`src/rtl/pc_branch_ctrl_pkg.sv`:
```
// pc_pkg: shared definitions for the program-counter / branch-resolution block.
//   F3_*        branch funct3 encodings (instr[14:12])
//   pc_state_e  control-flow trap state: RUN, TRAP (handler running), HALT (double fault)
package pc_pkg;

   localparam logic [2:0] F3_BEQ  = 3'b000;
   localparam logic [2:0] F3_BNE  = 3'b001;
   localparam logic [2:0] F3_BLT  = 3'b100;
   localparam logic [2:0] F3_BGE  = 3'b101;
   localparam logic [2:0] F3_BLTU = 3'b110;
   localparam logic [2:0] F3_BGEU = 3'b111;

   typedef enum logic [1:0] {
      RUN  = 2'd0,
      TRAP = 2'd1,
      HALT = 2'd2
   } pc_state_e;

endpackage

```
`src/rtl/pc_branch_ctrl_br_decide.sv`:
```
// br_decide: pure combinational branch-condition decode.
// Ports:
//   i_funct3   branch funct3
//   i_less     comparator less result (signedness chosen upstream via funct3[1])
//   i_equal    comparator equal result
//   o_taken    branch condition satisfied
//   o_illegal  funct3 is 010/011 (no such branch); never taken
module br_decide
   import pc_pkg::*;
(
   input  logic [2:0] i_funct3,
   input  logic       i_less,
   input  logic       i_equal,
   output logic       o_taken,
   output logic       o_illegal
);

   always_comb begin
      o_taken   = 1'b0;
      o_illegal = 1'b0;
      case (i_funct3)
         F3_BEQ:           o_taken = i_equal;
         F3_BNE:           o_taken = ~i_equal;
         F3_BLT, F3_BLTU:  o_taken = i_less;
         F3_BGE, F3_BGEU:  o_taken = ~i_less;
         default:          o_illegal = 1'b1;
      endcase
   end

endmodule

```
`src/rtl/pc_branch_ctrl.sv`:
```
// pc_branch_ctrl: program counter register and branch/jump resolution with
// misaligned-target trap handling (RUN -> TRAP -> RUN, double fault -> HALT).
// Optional macro PC_BRANCH_STATS_EN adds o_br_total / o_br_taken counters.
// Ports:
//   i_clk, i_rst_n           clock, async active-low reset
//   i_stall                  freeze all registered state this cycle
//   i_is_branch/jal/jalr     instruction type strobes (jalr > jal > branch)
//   i_funct3, i_imm          instr[14:12], sign-extended immediate
//   i_rs1_data               JALR base
//   i_br_less, i_br_equal    comparator results
//   i_trap_ack               handler acknowledges pending trap
//   o_br_un                  comparator unsigned select
//   o_pc, o_pc_four          current PC, PC+4
//   o_taken, o_illegal       combinational control-transfer decision / bad branch funct3
//   o_trap, o_mepc, o_halted trap pending, faulting PC, double-fault freeze
module pc_branch_ctrl
   import pc_pkg::*;
#(
   parameter logic [31:0] RESET_VECTOR = 32'h0000_0000,
   parameter logic [31:0] TRAP_VECTOR  = 32'h0000_0100
) (
   input  logic        i_clk,
   input  logic        i_rst_n,
   input  logic        i_stall,
   input  logic        i_is_branch,
   input  logic        i_is_jal,
   input  logic        i_is_jalr,
   input  logic [2:0]  i_funct3,
   input  logic [31:0] i_imm,
   input  logic [31:0] i_rs1_data,
   input  logic        i_br_less,
   input  logic        i_br_equal,
   input  logic        i_trap_ack,
   output logic        o_br_un,
   output logic [31:0] o_pc,
   output logic [31:0] o_pc_four,
   output logic        o_taken,
   output logic        o_illegal,
   output logic        o_trap,
   output logic [31:0] o_mepc,
   output logic        o_halted
`ifdef PC_BRANCH_STATS_EN
   ,
   output logic [31:0] o_br_total,
   output logic [31:0] o_br_taken
`endif
);

   pc_state_e   r_state, w_state_nxt;
   logic [31:0] r_pc, r_mepc;
   logic [31:0] w_pc_nxt, w_mepc_nxt;
   logic [31:0] w_target, w_seq, w_next;
   logic        w_sel_jalr, w_sel_jal, w_sel_br;
   logic        w_br_taken, w_br_illegal, w_misaligned;

   br_decide u_br_decide (
      .i_funct3  (i_funct3),
      .i_less    (i_br_less),
      .i_equal   (i_br_equal),
      .o_taken   (w_br_taken),
      .o_illegal (w_br_illegal)
   );

   // One-hot selection honouring jalr > jal > branch.
   assign w_sel_jalr = i_is_jalr;
   assign w_sel_jal  = i_is_jal & ~i_is_jalr;
   assign w_sel_br   = i_is_branch & ~i_is_jal & ~i_is_jalr;

   assign w_target     = w_sel_jalr ? ((i_rs1_data + i_imm) & ~32'h1) : (r_pc + i_imm);
   assign w_seq        = r_pc + 32'd4;
   assign o_taken      = w_sel_jalr | w_sel_jal | (w_sel_br & w_br_taken);
   assign o_illegal    = w_sel_br & w_br_illegal;
   assign w_next       = o_taken ? w_target : w_seq;
   assign w_misaligned = o_taken & w_target[1];

   assign o_br_un   = i_funct3[1];
   assign o_pc      = r_pc;
   assign o_pc_four = w_seq;
   assign o_mepc    = r_mepc;
   assign o_trap    = (r_state == TRAP);
   assign o_halted  = (r_state == HALT);

   always_comb begin
      w_state_nxt = r_state;
      w_pc_nxt    = r_pc;
      w_mepc_nxt  = r_mepc;
      if (!i_stall) begin
         case (r_state)
            RUN: begin
               if (w_misaligned) begin
                  w_pc_nxt    = TRAP_VECTOR;
                  w_mepc_nxt  = r_pc;
                  w_state_nxt = TRAP;
               end else begin
                  w_pc_nxt = w_next;
               end
            end
            TRAP: begin
               if (i_trap_ack) begin
                  // Ack clears the old trap first; a fault in the same cycle re-traps.
                  if (w_misaligned) begin
                     w_pc_nxt   = TRAP_VECTOR;
                     w_mepc_nxt = r_pc;
                  end else begin
                     w_pc_nxt    = w_next;
                     w_state_nxt = RUN;
                  end
               end else if (w_misaligned) begin
                  w_state_nxt = HALT;
               end else begin
                  w_pc_nxt = w_next;
               end
            end
            default: ;
         endcase
      end
   end

   always_ff @(posedge i_clk or negedge i_rst_n) begin
      if (!i_rst_n) begin
         r_state <= RUN;
         r_pc    <= RESET_VECTOR;
         r_mepc  <= '0;
      end else begin
         r_state <= w_state_nxt;
         r_pc    <= w_pc_nxt;
         r_mepc  <= w_mepc_nxt;
      end
   end

`ifdef PC_BRANCH_STATS_EN
   logic [31:0] r_br_total, r_br_taken;
   logic        w_cnt_en;

   assign w_cnt_en   = ~i_stall & (r_state != HALT);
   assign o_br_total = r_br_total;
   assign o_br_taken = r_br_taken;

   always_ff @(posedge i_clk or negedge i_rst_n) begin
      if (!i_rst_n) begin
         r_br_total <= '0;
         r_br_taken <= '0;
      end else if (w_cnt_en) begin
         if (i_is_branch)              r_br_total <= r_br_total + 32'd1;
         if (i_is_branch & w_br_taken) r_br_taken <= r_br_taken + 32'd1;
      end
   end
`endif

endmodule

```
`config.mk`:
```
export PLATFORM = sky130hd
export DESIGN_NAME = pc_branch_ctrl
export DESIGN_NICKNAME = d
export VERILOG_FILES = /design/src/rtl/pc_branch_ctrl_pkg.sv /design/src/rtl/pc_branch_ctrl_br_decide.sv /design/src/rtl/pc_branch_ctrl.sv
export SDC_FILE = /design/constraint.sdc
export NUM_CORES = 1
export LEC_CHECK = 0
export CAP_MARGIN = 40
export CORE_UTILIZATION = 41
export CTS_CLUSTER_DIAMETER = 60
export DETAILED_ROUTE_END_ITERATION = 6
export GPL_TIMING_DRIVEN = 0
export PLACE_DENSITY = 0.66
export SYNTH_ARGS = -nofsm -noshare
export SYNTH_HDL_FRONTEND = slang
export SYNTH_HIERARCHICAL = 1
export SYNTH_SLANG_ARGS = --single-unit
export TNS_END_PERCENT = 5
```
`constraint.sdc`:
```
create_clock -name i_clk -period 6.9 [get_ports i_clk]
set_input_delay 0.69 -clock i_clk [delete_from_list [all_inputs] [get_ports i_clk]]
set_output_delay 0.69 -clock i_clk [all_outputs]
set_load 0.005 [all_outputs]
```
# --- Yosys cells after proc, flatten, opt, wreduce, memory -nomap -nowiden ---
# Cells that the tools add are included.
totals:
  register_bits: 66
  inputBits: 76
  out_inout_bits: 101
  wordCells: 56
classes:
  n_addsub: 3
  n_eq_ne: 12
  muxes: 16
  bitwise_logic: 13
  reduce_logical: 9
ops:
  columns: ["op", "count"]
  rows:
  - ["$mux W32", 7]
  - ["$pmux W32 S2", 2]
  - ["$add A32 B32 Y32", 2]
  - ["$add A32 B3 Y32 const B", 1]
  - ["$eq A3 B3 Y1 const B", 4]
  - ["$mux W2", 4]
  - ["$and A1 B1 Y1", 6]
  - ["$ne A3 B3 Y1 const B", 2]
  - ["$reduce_and A3 Y1", 2]
  - ["$reduce_or A6 Y1", 1]
  - ["$not A1 Y1", 5]
  - ["$reduce_and A5 Y1", 1]
  - ["$ne A2 B2 Y1 const B", 2]
  - ["$pmux W1 S4", 1]
  - ["$pmux W2 S2", 1]
  - ["$reduce_or A2 Y1", 2]
  - ["$eq A3 B1 Y1 const B", 1]
  - ["$logic_not A3 Y1", 1]
  - ["$ne A3 B2 Y1 const B", 1]
  - ["$eq A2 B1 Y1 const B", 1]
  - ["$eq A2 B2 Y1 const B", 1]
  - ["$logic_not A2 Y1", 1]
  - ["$or A1 B1 Y1", 2]
  - ["$reduce_bool A2 Y1", 1]
  - ["$mux W1", 1]

# --- Longest topological paths before layout ---
# Gate-level depths: netlist of run 1.
depth:
  depth_word: 9
  depth_mapped: 12

# --- Hierarchy ---
# Netlist of run 1, hierarchy kept.
modules_own_cells:
  columns: ["module", "n_inst", "cells_each", "area_per_inst_um2", "seq_area_each_um2"]
  rows:
  - ["pc_branch_ctrl", 1, 850, 7000.5, 1651.6]
  - ["br_decide", 1, 5, 36.3, 0.0]

# --- Worst setup path before layout of run 1 ---
# No wires, ideal clock.
synth_path:
  kind: "in2reg"
  startpoint: "input i_imm[0]"
  endpoint: "register r_pc[16] (netlist: o_pc[16])"
  t_arrival_ps: 2884
  required_time_ps: 6806
  path_slack_ps: 3922
  path_stages: 11
  n_path_buf: 0
  cell_sequence: "ha_1 > fa_1 > a21oi_1 > o211ai_2 > a2111oi_2 > o31ai_2 > a31oi_1 > o21ai_1 > xor2_1 > mux2i_1 > a211oi_1"
synth_via:
  elab_chain_len: 6
synth_rtl:
  columns: ["element", "line_no", "source"]
  rows:
  - ["start: declaration", "pc_branch_ctrl.sv:29", "input logic [31:0] i_imm,"]
  - ["$add A32 B32 Y32", "pc_branch_ctrl.sv:69", "assign w_target = w_sel_jalr ? ((i_rs1_data + i_imm) & ~32'h1) : (r_pc + i_imm);"]
  - ["$mux W32 (*)", "pc_branch_ctrl.sv:69", null]
  - ["$mux W32 / $and A1 B1 Y1 (equally long branches)", "pc_branch_ctrl.sv:73, pc_branch_ctrl.sv:74", null]
  - ["$mux W32, on equally long branches", "pc_branch_ctrl.sv:108, pc_branch_ctrl.sv:90, pc_branch_ctrl.sv:101", null]
  - ["$mux W32", "pc_branch_ctrl.sv:99", "if (i_trap_ack) begin"]
  - ["$pmux W32 S2", "pc_branch_ctrl.sv:88", "case (r_state)"]
  - ["end signal: assignment", "pc_branch_ctrl.sv:126", "r_pc <= w_pc_nxt;"]
  - ["end: declaration", "pc_branch_ctrl.sv:50", "logic [31:0] r_pc, r_mepc;"]
# Every way passes the cells marked *; elsewhere a longest branch is shown, timed or not. The select of a mux whose other input is x is not followed.
# A chain may end at the register's enable or synchronous reset.

# --- Worst setup path after layout of run 1 ---
layout_path:
  startpoint: "input i_funct3[0]"
  endpoint: "output o_taken"
layout_via:
  elab_chain_len: 5
layout_rtl:
  columns: ["element", "line_no", "source"]
  rows:
  - ["start: declaration", "pc_branch_ctrl.sv:28", "input logic [2:0] i_funct3,"]
  - ["$eq A3 B3 Y1", "pc_branch_ctrl_br_decide.sv:21", "case (i_funct3)"]
  - ["$reduce_or A2 Y1, on equally long branches", null, null]
  - ["$pmux W1 S4 (*)", "pc_branch_ctrl_br_decide.sv:21", null]
  - ["net w_br_taken", "pc_branch_ctrl.sv:54", "logic w_br_taken, w_br_illegal, w_misaligned;"]
  - ["$and A1 B1 Y1 (*)", "pc_branch_ctrl.sv:71", "assign o_taken = w_sel_jalr | w_sel_jal | (w_sel_br & w_br_taken);"]
  - ["$or A1 B1 Y1 (*)", "pc_branch_ctrl.sv:71", null]
  - ["end: declaration", "pc_branch_ctrl.sv:37", "output logic o_taken,"]
# Mark *: on every way through the listed nets, which the timed path passes. The rest lies on a longest branch.

==> results of run 1 <==
## routing by layer
metal | GRT usage, % | routed length [µm] | vias to the layer above
li1 | - | - | 3575
met1 | 40.1 | 11400 | 3488
met2 | 44.4 | 11300 | 325
met3 | 4.79 | 1870 | 44
met4 | 9.00 | 695 | 0
met5 | 0 | 0 | -
## final timing paths
kind,start,end,slack (ns),depth (start not counted)
worst max-delay path,i_funct3[0],o_taken,2.85,7
worst min-delay path,i_rst_n,r_state[1],0.24,1
worst max register to register,o_pc[0],o_pc[28],3.62,11
worst min register to register,o_mepc[2],o_mepc[2],0.48,2
max in group asynchronous,i_rst_n,o_pc[16],6.11,2
min in group i_clk,o_mepc[2],o_mepc[2],0.48,2
## per-stage QoR
step | hold slack [ns] | power, W | cell area, µm² | worst slack, ns | instances
2_1_floorplan | 0.394 | 0.00171 | 7040 | 3.92 | 855
3_3_place_gp | 0.463 | 0.00254 | 9070 | 2.45 | 1251
3_5_place_dp | 0.469 | 0.00256 | 9100 | 2.78 | 1253
4_1_cts | 0.249 | 0.00304 | 9400 | 2.90 | 1269
5_1_grt | 0.266 | 0.00324 | 9400 | 2.78 | 1269
6_report | 0.242 | 0.00305 | 9400 | 2.85 | 1269
## where the power goes
| part | internal, W | total [W] | leakage, nW | switching [W] |
|---|---|---|---|---|
| combinational | 0.000940 | 0.00181 | 3.12 | 0.000871 |
| clock | 0.000299 | 0.000475 | 0.147 | 0.000175 |
| sequential | 0.000539 | 0.000765 | 0.857 | 0.000225 |
| total | 0.00178 | 0.00305 | 4.12 | 0.00127 |
## flip-flops by register name (all words and copies together), names as in the netlist
signal,flops
o_mepc,32
o_pc,32
r_state,2
## layout by cell type, fill, tap and decap left out, types with 6 or more instances in the layout
cell / synthesis / layout
a211oi_1: 16 / 16
a21o_1: 33 / 33
a21oi_1: 80 / 80
a31oi_1: 8 / 8
and2_1: 11 / 11
and3_1: 14 / 14
and4_1: 6 / 6
buf_2: 7 / 8
buf_4: 5 / 6
clkbuf_1: 22 / 25
clkbuf_16: 0 / 9
clkdlybuf4s50_1: 0 / 175
dfrtp_1: 66 / 66
ha_1: 62 / 62
inv_1: 19 / 19
mux2_2: 30 / 30
mux2i_1: 6 / 6
nand2_1: 93 / 93
nand2b_1: 8 / 8
nand3_1: 27 / 27
nand4_1: 12 / 12
nor2_1: 56 / 56
nor2b_1: 7 / 7
nor3_1: 10 / 10
o211ai_1: 7 / 7
o21a_1: 6 / 6
o21ai_0: 51 / 51
o21ai_1: 10 / 10
o22ai_1: 6 / 6
o31ai_1: 7 / 7
xnor2_1: 46 / 46
xor2_1: 29 / 29
## logic make-up (layout without fill, tap and decap cells)
| logic type | after synthesis | after routing | share of synthesized area [%] |
|---|---|---|---|
| XOR/XNOR | 76 | 76 | 9.57 |
| AND/OR/NAND/NOR | 269 | 269 | 18.7 |
| adder cells (fa/ha/maj) | 64 | 64 | 11.6 |
| flip-flops | 66 | 66 | 23.5 |
| buffers and inverters | 55 | 249 | 3.32 |
| AO/OA/AOI/OAI | 288 | 288 | 27.5 |
| multiplexers | 37 | 37 | 5.81 |
## area by class of cell
type                    instances  area (µm²)  share of cell area (%)
inverters                      20        75.1                   0.798
clock buffers                  14         264                    2.81
clock inverters                 2        35.0                   0.373
flip-flops and latches         66        1650                    17.6
multi-input cells             734        5150                    54.8
well taps                     220         275                    2.93
plain buffers                  35         159                    1.69
repair buffers                178        1790                    19.1
==> results.md, run 1 <==
- Outcome: complete, no violations
- Number of DRC markers in iteration 0: just over 700
- Gpl congestion: approximately 0.91
- Post-CTS Setup Bufs: 0
- Buf/Inv on CP: 4
- Worst slew pin tran: slightly below 0.8 ns
- Initial core utilization: a little over two fifths
- Core Util, Final: approximately 56%
- WP data arrival: around 3.4 ns
- PostCTS Resize Cnt: 0
- Vias in the first global route: slightly below 7k
- Worst-case clock buffer depth: 2
- Startpoint types: primary input
- Vias/cell: just under 6
- Critical path peak fanout: 10
- Clock Skew: roughly 0.0055 ns
- Mapped Area: just over 7000 µm²
- DR pass1 iterations: 5
- Number of antenna diodes: 0
- Static leakage: slightly above 4 nW
- Die Width: 133 µm
- Worst hold-check path type: primary input to asynchronous set/reset pin
- Area Overhead vs Synth: 33.6%
- Worst Path Required: 6.21 ns
- Cell with the most instances after synthesis: nand2_1
- Port bufs: approximately 180
- Initial antenna violation count: 0
- Root Buffer Master: clkbuf_16
- Largest net degree at the start of global routing: 47
- CTS tree: done
- # setup viols final: 0
- CTS Buf Count: 9
- Syn_nets: approximately 1000
- WL final: 25.2 mm
- Core Region: between 15000 and 20000 µm²
- Clock transition at path regs: about 0.050 ns
- Final Max Slew Viols: 0
- Avg Cell Area, Syn: 8.23 µm²
- Die area: about 18000 µm²
- Hpwl dp: about 20 mm
- Library cells used by synthesis: 84
- Seq/Total Area, Yosys: between 20% and 30%
- Async set-reset flop share out of synthesis: between 90% and 100%
- Largest delay share family, worst path: buffers and inverters
- Wire length per cell: 19.9 µm
- Die Y: around 130 µm
- Slowest cell on crit path: a211oi_1
- Clock latency on the worst-skew pair: between 0.3 and 0.4 ns
- Crit. End Element: primary output
- Top cell by count, worst path: clkdlybuf4s50_1
- Vias post-DR: around 7.4k
- EDFF count, synth: 0
- Setup TNS: 0 ns
- Fillers: between 1.5k and 2k
- Global-route wire length before repair: a little under 40 mm
- Top cells by area, synth: dfrtp_1 23%, ha_1 11%, xnor2_1 5.7%
- CTS Hold Buffers Added: 0
- Crit path kind: primary input to primary output
- Hold Fails Final Rpt: 0
- Crit path cell chain: clkdlybuf4s50_1 > xor2_1 > a22o_1 > a211oi_1 > inv_2 > clkbuf_1 > clkdlybuf4s50_1
- Antenna-violating nets left: 0
- Ys Warns: 6
- Clock sink count: 66
- Yosys top cell area share: between 20% and 30%
- Normalized max-slew margin: 47.8%
- Mapped Cells: between 800 and 900
- Max Cap Viol: 0
- Pwr Density: about 320 nW/µm²
- NumNets Final: 1184
- Unrepaired setup endpoints after global routing: no
- Gr usage total: between 20 and 30%
- Total gr overflow: 0
- Top cell type by total area after synthesis: dfrtp_1
- Commonest cells in the synthesized netlist: 93 x nand2_1, 80 x a21oi_1, 66 x dfrtp_1
- Floorplan row count: 47
- Fmax: 247 MHz
- Layout cells sized above 1: under 10%
- CP peak stage delay: about 0.62 ns
- DRC Markers: 0
- Yosys reg bits: 66
- CTS HTree Levels: 3
- Synth Flop Type: dfrtp_1
- I/O pins: around 180
- Final period util: roughly three fifths
- VDD IR max: about 0.18 mV
- Tmin final: a little over 4 ns
No activity file was read; power rests on OpenSTA's default activity.
==> run 2: changes to the inputs <==
- PLACE_DENSITY: 0.66 -> 0.68
- clock period: 6.9 -> 3.4 ns (I/O delays scaled with it)
==> results.md, run 2 (synthesis gave the netlist of run 1 again) <==
- Die Width: 133 µm (unchanged)
- Clock sink count: 66 (unchanged)
- Fillers: 1590 (was 1583)
- Most frequent cells in the layout: 175 x clkdlybuf4s50_1, 93 x nand2_1, 79 x a21oi_1 (was 175 x clkdlybuf4s50_1, 93 x nand2_1, 80 x a21oi_1)
- Largest net degree at the start of global routing: 50 (was 47)
- Gr usage total: 29.1% (was 28.6%)
- Layout cells sized above 1: 8.97% (was 8.39%)
- Root Buffer Master: clkbuf_16 (unchanged)
- Initial antenna violation count: 0 (unchanged)
- CTS HTree Levels: 3 (unchanged)
- Fmax: 301 MHz
- Startpoint types: flop (was primary input)
- Gpl congestion: 0.935 (was 0.908)
- Global-route wire length before repair: 39.9 mm (was 38.8 mm)
- Reg2reg path depth: 11 (unchanged)
- Commonest non-fill, non-tap cell in the layout: clkdlybuf4s50_1 (unchanged)
- Outcome: complete, no violations (unchanged)
- Unrepaired setup endpoints after global routing: no (unchanged)
- # placed instances: 1253 (unchanged)
- Worst Path Required: 3.06 ns (was 6.21 ns)
- Clock transition at path regs: 0.05 ns (about the same)
- Worst hold slack: 0.443 ns (was 0.242 ns)
- Port bufs: 176 (unchanged)
- Fin cells: 1268 (was 1269)
- Static leakage: 4.12 nW (about the same)
- Worst-case clock buffer depth: 2 (unchanged)
- Die area: 17700 µm² (unchanged)
- Vias in the first global route: 7195 (was 6866)
- Tmin final: 3.33 ns
- Core Region: 16600 µm² (unchanged)
- Vias/cell: 5.91 (was 5.86)
- Final period util: between 90% and 100%
- Number of DRC markers in iteration 0: 574 (was 718)
- I/O pins: 177 (unchanged)
- Total gr overflow: 0 (unchanged)
- Die Y: 133 µm (unchanged)
- Vias post-DR: 7490 (was 7432)
- Crit. End Element: primary output (unchanged)
- Hpwl dp: 19.9 mm (was 20.0 mm)
- Post-CTS Setup Bufs: 0 (unchanged)
- Clock Skew: 0.00687 ns (was 0.00554 ns)
- Final Max Slew Viols: 0 (unchanged)
- Initial core utilization: 42.3% (unchanged)
- Floorplan row count: 47 (unchanged)
- DR pass1 iterations: 5 (unchanged)
- DRC Markers: 0 (unchanged)
- Area Overhead vs Synth: 33.6% (about the same)
- Antenna-violating nets left: 0 (unchanged)
- CTS tree: done (unchanged)
- Normalized max-slew margin: 52.2% (was 47.8%)
- Pwr Density: 649 nW/µm² (was 324 nW/µm²)
- Clock latency on the worst-skew pair: 0.34 ns (about the same)
- Wire length per cell: 19.9 µm (about the same)
- # setup viols final: 0 (unchanged)
- VDD IR max: 0.332 mV (was 0.177 mV)
- Critical path peak fanout: 8 (was 10)
- Max Cap Viol: 0 (unchanged)
- Number of antenna diodes: 0 (unchanged)
- Crit path kind: flop to primary output (was primary input to primary output)
- Worst hold-check path type: primary input to asynchronous set/reset pin (unchanged)
- CTS Buf Count: 9 (unchanged)
- Worst slew pin tran: 0.717 ns (was 0.777 ns)
- WP data arrival: 2.99 ns (was 3.36 ns)
- NumNets Final: 1185 (was 1184)
- WL final: 25.2 mm (about the same)
- Hold Fails Final Rpt: 0 (unchanged)
-- run 2: power by group --
group	total (W)	switching (W)	internal [W]
clock	0.000843	0.000337	0.000506
sequential	0.00156	0.000460	0.00110
combinational	0.00370	0.00179	0.00191
total	0.00610	0.00258	0.00351
-- run 2: final timing paths --
path	start	to	slack, ns
setup / recovery	o_pc[12]	o_pc_four[29]	0.07
hold / removal	i_rst_n	o_mepc[2]	0.44
setup reg to reg	o_pc[0]	o_pc[28]	0.14
hold reg to reg	o_mepc[19]	o_mepc[19]	0.49
max in group asynchronous	i_rst_n	o_pc[11]	2.39
min in group i_clk	o_mepc[19]	o_mepc[19]	0.49
-- run 2: final cells by class --
type / instances / area (µm²) / share of cell area, %
buffer: 35 / 163 / 1.73
tap: 220 / 275 / 2.93
multi-input combinational: 734 / 5180 / 55.1
clock buffer: 14 / 254 / 2.70
timing repair buffer: 179 / 1800 / 19.2
sequential: 66 / 1650 / 17.6
inverter: 20 / 75.1 / 0.799
-- run 2: metrics by stage --
| stage | setup TNS (ns) | setup slack, ns | total power, W | instance area (µm²) | utilization, % |
|---|---|---|---|---|---|
| final | 0 | 0.0728 | 0.00610 | 9400 | 56.5 |
| after global placement | -33.37 | -0.647 | 0.00515 | 9070 | 54.5 |
| after detailed placement | -6.74 | -0.307 | 0.00518 | 9100 | 54.7 |
| after floorplan | 0 | 0.702 | 0.00346 | 7040 | - |
| after CTS | 0 | 0.0581 | 0.00605 | 9370 | 56.3 |
| after global routing | 0 | 0.0000975 | 0.00650 | 9400 | 56.5 |
-- run 2: worst max-delay path, cell delays in order, from the launching register on --
cell             delay (ns)
dfrtp_1                0.58
and4_1                 0.27
and3_1                 0.25
nand2_1                0.06
or3_1                  0.32
buf_2                  0.20
nor2_1                 0.13
xor2_1                 0.27
clkdlybuf4s50_1        0.56
-- run 2: what timing repair did --
item / 4_1_cts / 5_1_grt
endpoints found under the hold margin: 17 / 0
hold buffers: 1 / 0
gates resized for setup: 0 / 11
endpoints found under the setup margin: 0 / 35
-- run 2: metal layers --
| metal | share of wire (%) | routed length (µm) | track usage (%) | vias to the layer above |
|---|---|---|---|---|
| met2 | 46 | 11600 | 47.0 | 308 |
| met5 | 0 | 0 | 0 | - |
| met4 | 1.4 | 364 | 6.96 | 0 |
| li1 | - | - | - | 3577 |
| met3 | 7.1 | 1780 | 5.29 | 28 |
| met1 | 45 | 11400 | 39.9 | 3577 |
==> run 3: changes to the inputs <==
- HOLD_SLACK_MARGIN: default -> 0.05
==> results of run 3 <==
Same layout as run 2: the final DEF is identical, and so are final timing and power.
